## src/rtl/network_mac_acc_26s_16s.sv

```systemverilog
// network_mac_acc_26s_16s
//   Accumulate/requantize stage of the convolution datapath. Sums one kernel
//   window of signed products plus a scaled bias, then rounds (half up),
//   arithmetic-shifts by FRAC_SHIFT and saturates to a signed OUT_WIDTH
//   activation. One result per window, ready/valid on both sides.
//
//   Optional feature macro: NETWORK_MAC_RELU_EN
//     defined   -> negative saturated results are clamped to 0
//     undefined -> signed saturated result passed unchanged
//
// Ports:
//   clk          in   clock, all state on rising edge
//   reset_n      in   asynchronous active-low reset
//   prod_valid   in   product beat valid
//   prod_ready   out  stage can accept a beat (~out_valid | out_ready)
//   prod_data    in   signed product, PROD_WIDTH
//   prod_last    in   beat is the final tap of the window
//   bias         in   signed bias, sampled on the first beat of a window
//   out_valid    out  activation available
//   out_ready    in   consumer accepts activation
//   out_data     out  signed activation, OUT_WIDTH
//   err_overrun  out  sticky: a window exceeded MAX_TAPS beats
module network_mac_acc_26s_16s #(
  parameter int PROD_WIDTH = 26,
  parameter int ACC_WIDTH  = 32,
  parameter int OUT_WIDTH  = 16,
  parameter int FRAC_SHIFT = 9,
  parameter int MAX_TAPS   = 64
) (
  input  logic                  clk,
  input  logic                  reset_n,
  input  logic                  prod_valid,
  output logic                  prod_ready,
  input  logic [PROD_WIDTH-1:0] prod_data,
  input  logic                  prod_last,
  input  logic [OUT_WIDTH-1:0]  bias,
  output logic                  out_valid,
  input  logic                  out_ready,
  output logic [OUT_WIDTH-1:0]  out_data,
  output logic                  err_overrun
);

  localparam int TAP_W = (MAX_TAPS > 1) ? $clog2(MAX_TAPS) : 1;

  // Rounding constant and saturation bounds, all ACC_WIDTH+1 wide so the
  // rounding add cannot wrap.
  localparam logic signed [ACC_WIDTH:0] HALF =
    {{ACC_WIDTH{1'b0}}, 1'b1} << (FRAC_SHIFT - 1);
  localparam logic signed [ACC_WIDTH:0] OUT_MAX =
    {{(ACC_WIDTH + 2 - OUT_WIDTH){1'b0}}, {(OUT_WIDTH - 1){1'b1}}};
  localparam logic signed [ACC_WIDTH:0] OUT_MIN =
    {{(ACC_WIDTH + 2 - OUT_WIDTH){1'b1}}, {(OUT_WIDTH - 1){1'b0}}};

  typedef enum logic {
    IDLE,
    ACCUM
  } state_t;

  state_t                       state, state_next;
  logic signed [ACC_WIDTH-1:0]  acc;
  logic [TAP_W-1:0]             tap_cnt;

  logic                         accept;
  logic                         take;
  logic                         overrun_hit;
  logic                         finish;
  logic signed [ACC_WIDTH-1:0]  bias_ext;
  logic signed [ACC_WIDTH-1:0]  prod_ext;
  logic signed [ACC_WIDTH-1:0]  base;
  logic signed [ACC_WIDTH-1:0]  sum;
  logic signed [ACC_WIDTH:0]    rnd;
  logic signed [ACC_WIDTH:0]    shifted;
  logic [OUT_WIDTH-1:0]         sat;
  logic [OUT_WIDTH-1:0]         result;

  assign prod_ready = ~out_valid | out_ready;
  assign accept     = prod_valid & prod_ready;
  assign take       = out_valid & out_ready;

  assign bias_ext = {{(ACC_WIDTH - OUT_WIDTH){bias[OUT_WIDTH-1]}}, bias};
  assign prod_ext = {{(ACC_WIDTH - PROD_WIDTH){prod_data[PROD_WIDTH-1]}}, prod_data};

  // First beat of a window seeds the sum with the bias in the same fixed-point
  // scale as the products; later beats extend the running sum.
  assign base = (state == IDLE) ? (bias_ext <<< FRAC_SHIFT) : acc;
  assign sum  = base + prod_ext;

  // A window that reaches MAX_TAPS beats without prod_last is closed here.
  assign overrun_hit = accept & ~prod_last & (tap_cnt == TAP_W'(MAX_TAPS - 1));
  assign finish      = accept & (prod_last | overrun_hit);

  assign rnd     = {sum[ACC_WIDTH-1], sum} + HALF;
  assign shifted = rnd >>> FRAC_SHIFT;

  always_comb begin
    sat = shifted[OUT_WIDTH-1:0];
    if (shifted > OUT_MAX) begin
      sat = {1'b0, {(OUT_WIDTH - 1){1'b1}}};
    end else if (shifted < OUT_MIN) begin
      sat = {1'b1, {(OUT_WIDTH - 1){1'b0}}};
    end
    result = sat;
`ifdef NETWORK_MAC_RELU_EN
    if (sat[OUT_WIDTH-1]) begin
      result = '0;
    end
`endif
  end

  always_comb begin
    state_next = state;
    if (accept) begin
      state_next = finish ? IDLE : ACCUM;
    end
  end

  always_ff @(posedge clk or negedge reset_n) begin
    if (!reset_n) begin
      state       <= IDLE;
      acc         <= '0;
      tap_cnt     <= '0;
      out_valid   <= 1'b0;
      out_data    <= '0;
      err_overrun <= 1'b0;
    end else begin
      state <= state_next;

      if (accept) begin
        if (finish) begin
          acc     <= '0;
          tap_cnt <= '0;
        end else begin
          acc     <= sum;
          tap_cnt <= tap_cnt + TAP_W'(1);
        end
      end

      // A new result wins over a same-cycle take, giving back-to-back output.
      if (finish) begin
        out_valid <= 1'b1;
        out_data  <= result;
      end else if (take) begin
        out_valid <= 1'b0;
      end

      if (overrun_hit) begin
        err_overrun <= 1'b1;
      end
    end
  end

endmodule

```

## config.mk

```make
export PLATFORM = sky130hd
export DESIGN_NAME = network_mac_acc_26s_16s
export DESIGN_NICKNAME = d
export VERILOG_FILES = /design/src/rtl/network_mac_acc_26s_16s.sv
export SDC_FILE = /design/constraint.sdc
export NUM_CORES = 1
export LEC_CHECK = 0
export BUFFER_PORTS_ARGS = -buffer_cell sky130_fd_sc_hd__buf_2
export CORE_ASPECT_RATIO = 1.75
export CORE_MARGIN = 2
export CORE_UTILIZATION = 25
export CTS_BUF_LIST = sky130_fd_sc_hd__clkbuf_4 sky130_fd_sc_hd__clkbuf_8
export DETAILED_ROUTE_END_ITERATION = 12
export GPL_TIMING_DRIVEN = 0
export PLACE_DENSITY = 0.44
export SLEW_MARGIN = 30
export SYNTH_ARGS = -nofsm -noshare
export SYNTH_HDL_FRONTEND = slang
export SYNTH_SLANG_ARGS = --single-unit
```

## constraint.sdc

```tcl
create_clock -name clk -period 6.3 [get_ports clk]
set_input_delay 1.89 -clock clk [delete_from_list [all_inputs] [get_ports clk]]
set_output_delay 1.89 -clock clk [all_outputs]
set_load 0.01 [all_outputs]
```

# Word level (Yosys, flattened, before mapping)
# Cells that the tools add are included.
[word_totals]
in_bits = 47
wordCells = 30
register_bits = 57
out_inout_bits = 19
[op_classes]
eq_ne = 1
bitwise_logic = 9
n_addsub = 3
n_lt_le_gt_ge = 2
n_mux = 8
n_reduce_logical = 1
[op_table]
columns = ["op", "n"]
rows = [
  ["32-bit two-way mux", 2],
  ["32-bit by 10-bit adder with 33-bit output (second input constant)", 1],
  ["32-bit by 26-bit adder with 32-bit output", 1],
  ["16-bit two-way mux", 2],
  ["24-bit by 16-bit greater-than comparator with 1-bit output (second input constant)", 1],
  ["24-bit by 16-bit less-than comparator with 1-bit output (second input constant)", 1],
  ["6-bit by 1-bit adder with 6-bit output (second input constant)", 1],
  ["6-bit == test (second input constant)", 1],
  ["6-bit two-way mux", 1],
  ["1-bit AND", 5],
  ["1-bit two-way mux", 3],
  ["1-bit inverter", 2],
  ["1-bit OR", 2],
  ["2-bit nonzero test", 1],
]

# Depth between registers and ports, before layout
[depth]
ltp_word = 8
ltp_mapped = 18
depth_no_buf = 15

# Worst setup path after synthesis
# No wires, ideal clock.
[synth_timing]
path_kind = "in2reg"
start = "input port bias[3]"
end = "register out_data[14]"
arrival_time_ns = 5.752
required_time_ns = 6.153
n_path_buf = 2
cell_stages = 14
slack_ns = 0.401
setup_time_ns = 0.147
path_cell_list = "mux2_2 > ha_1 > buf_2 > and4_1 > and2_1 > and3_1 > or4b_1 > a221oi_2 > xor2_1 > or4_1 > a2111o_1 > a2111oi_4 > buf_4 > o32ai_1"
[synth_between]
elab_chain_cells = 6
elab_cells_between_ends = 7
classes_between = "add/sub (2); order compare (2); mux (3)"
[synth_lines]
columns = ["element", "line_no", "source"]
rows = [
  ["from (decl)", "36", "input logic [OUT_WIDTH-1:0] bias,"],
  ["32-bit two-way mux *", "85", "assign base = (state == IDLE) ? (bias_ext <<< FRAC_SHIFT) : acc;"],
  ["32-bit by 26-bit adder with 32-bit output *", "86", "assign sum = base + prod_ext;"],
  ["32-bit by 10-bit adder with 33-bit output *", "92", "assign rnd = {sum[ACC_WIDTH-1], sum} + HALF;"],
  ["24-bit by 16-bit less-than comparator with 1-bit output", "99", "end else if (shifted < OUT_MIN) begin"],
  ["16-bit two-way mux", "99", ""],
  ["16-bit two-way mux *", "97", "if (shifted > OUT_MAX) begin"],
  ["to (signal assigned)", "141", "out_data <= result;"],
  ["to (decl)", "39", "output logic [OUT_WIDTH-1:0] out_data,"],
]
# Mark *: on every way between the ends. The rest lies on a longest branch, timed or not.
# A chain may end at the register's enable or synchronous reset.

# Final worst setup path
[layout_timing]
start = "input port bias[4]"
end = "register out_data[5]"
# Same word-level chain as after synthesis.

==> run metrics <==
Die Y 197.6 um; Hold Path Cell Cnt 2; Worst Max-Slew Pin Slew 1017 ps; post-synthesis async set-or-reset flop share 1.000; Slew Limit Headroom 0.3200; Top FF cell, synth dfrtp_1; Yosys warnings 0; WL final 19.00 mm; H-tree levels 3; via/cell ratio 5.279; ANT cells 0; CTS tree done; area of the mapped netlist 0.005354 mm2; Net Count, Synth 713; first-pass GRT wire length 30.03 mm; Synth Instances 632; Placer Congestion 0.8311; PwrDens 449.3 mW/mm2; IO buf count 65; RSZ-0062 raised after global routing false; core outline area 0.02093 mm2; Top Ports 66; critical path class in2reg; post-layout util 0.3043; Seq/Total Area, Yosys 0.2664; 1st-pass router iterations 4; Final period util 0.9597; min Tclk post-route 6046 ps; critical path fanouts, max 10; clock buffer depth 2; GRT Resource Usage Total 0.1741; Netlist cell types 74; Synth top area share 0.2664; via count 5110; worst vdd ir 0.1383 mV; worst slack, placed -824.3 ps; Fmax 165.4 MHz; GRT overflow 0; Yosys reg bits 57; top post-synthesis cells by count 84 x nand2_1, 57 x dfrtp_1, 49 x nor2_1; Skew-Pair Late Insertion Delay 370 ps; DR iter-0 viols 215; Worst EP arrival 6270 ps; Max-Cap Viols 0; CP endpoint kind flip-flop; die area 0.02265 mm2; share of cells above drive strength 1 0.2277; placed cells 950; Row Count 70; final instance area 0.006370 mm2; clk root buf clkbuf_8; Cell Count, Final, Fillers Out 968; Setup violations, final 0; final worst slack 253.9 ps; synthesized area per cell 8.471 um2; Synth area leader dfrtp_1; Final Power 2.862 mW; die width 114.6 um; Post-synth EDFFs 0; type of origin of the critical path primary input; CTS clk-pin slew, worst paths 70 ps; Layout area overhead 18.98%; min-delay worst type reg2reg; initial antenna violation count 0; largest net degree at the start of global routing 30; status completed; Initial Utilization 0.2558; wire per inst 19.62 um; HPWL after detailed placement 15.25 mm; Final Max Tran Viols 0; synth top area cells dfrtp_1 27%, ha_1 7.7%, nand2_1 5.9%; CTS hold repair buffers 0; Fin. Hold Viols 0; Final #Nets 794; Reg2Reg Depth 16; DR DRC count 0; Post-Route Skew 14.19 ps; clock sinks 57; top-count cell post-synth nand2_1; CP Data Required Time 6520 ps; DRT antenna net count 0; area post-placement 0.006022 mm2; Inserted Clock Buffers 9; Leak 2.674 nW; vias in the first global route 5330
## cell type report
cell class | instances | area (um2)
buffer | 29 | 127.6
clock buffer | 12 | 165.2
clock inverter | 2 | 37.54
fill | 2279 | 14560
inverter | 7 | 26.28
multi-input combinational | 539 | 3894
sequential | 57 | 1426
tap | 252 | 315.3
timing repair buffer | 70 | 377.9
## timing repair
item	CTS	global route
setup buffers	1	3
endpoints found under the hold margin	0	0
resized for setup	5	16
pin swaps	1	3
endpoints found under the setup margin	15	15
## per-stage QoR
stage	TNS, ps	hold WS [ps]
floorplan	0	431.1
global placement	-11440	446.6
detailed placement	-11480	445.3
CTS	0	463.9
global route	0	488.6
finish	0	461.3
## metal layers
layer  global-route usage  wire length, um  share of wire
met5                    0                0              0
met4              0.06956              501          0.026
met3              0.01841              562          0.030
met2               0.3294            10320           0.54
met1               0.1940             7613           0.40
## registers in the layout (all words and copies together) (netlist names)
signal and cells:
acc 32, out_data 16, tap_cnt 6, err_overrun 1, out_valid 1, state 1
## critical path, cell delays in order
cell and delay, ps:
buf_2 110, mux2_2 260, ha_1 390, and2_1 270, and3_1 220, and2_1 220, or4b_4 600, a221oi_4 340
xnor2_1 230, nand4_1 220, o31a_1 360, a2111o_1 420, a2111oi_4 390, buf_4 250, o32ai_1 100
## worst paths after layout
check / to / startpoint / slack [ps]
setup / recovery: out_data[5] / bias[4] / 250
hold / removal: err_overrun / err_overrun / 460
setup reg to reg: out_data[5] / state / 460
hold reg to reg: err_overrun / err_overrun / 460
max in group asynchronous: acc[21] / reset_n / 4320
min in group asynchronous: acc[14] / reset_n / 1450
## power by group
| part | switching, mW | internal (mW) |
|---|---|---|
| clock | 0.170 | 0.211 |
| combinational | 1.14 | 0.746 |
| sequential | 0.0839 | 0.507 |
## cell usage in the layout (no fill, tap or decap), drive strengths merged, types with 7 or more instances in the layout
cell and count:
a22o 14, nor3 16, nor4 7, o21a 7, xor2 14, nand2 86, ha 33, o32ai 16
dfrtp 57, a211oi 7, nand3 17, and2 16, clkbuf 29, o21ai 57, a21oi 37, nor2 50
a21o 11, o211ai 8, buf 82, inv 7, and4 10, nand4 12, xnor2 27, mux2 18
## cell families after synthesis
family	after synthesis	share of synthesized area
AOI/OAI and AO/OA	199	0.2666
buffers and inverters	36	0.02851
DFF	57	0.2664
and+or+nand+nor	241	0.2335
muxes	23	0.04721
adders and majority gates	34	0.08086
xor gates and xnor gates	42	0.07689
Power figures use the tool's default switching activity.
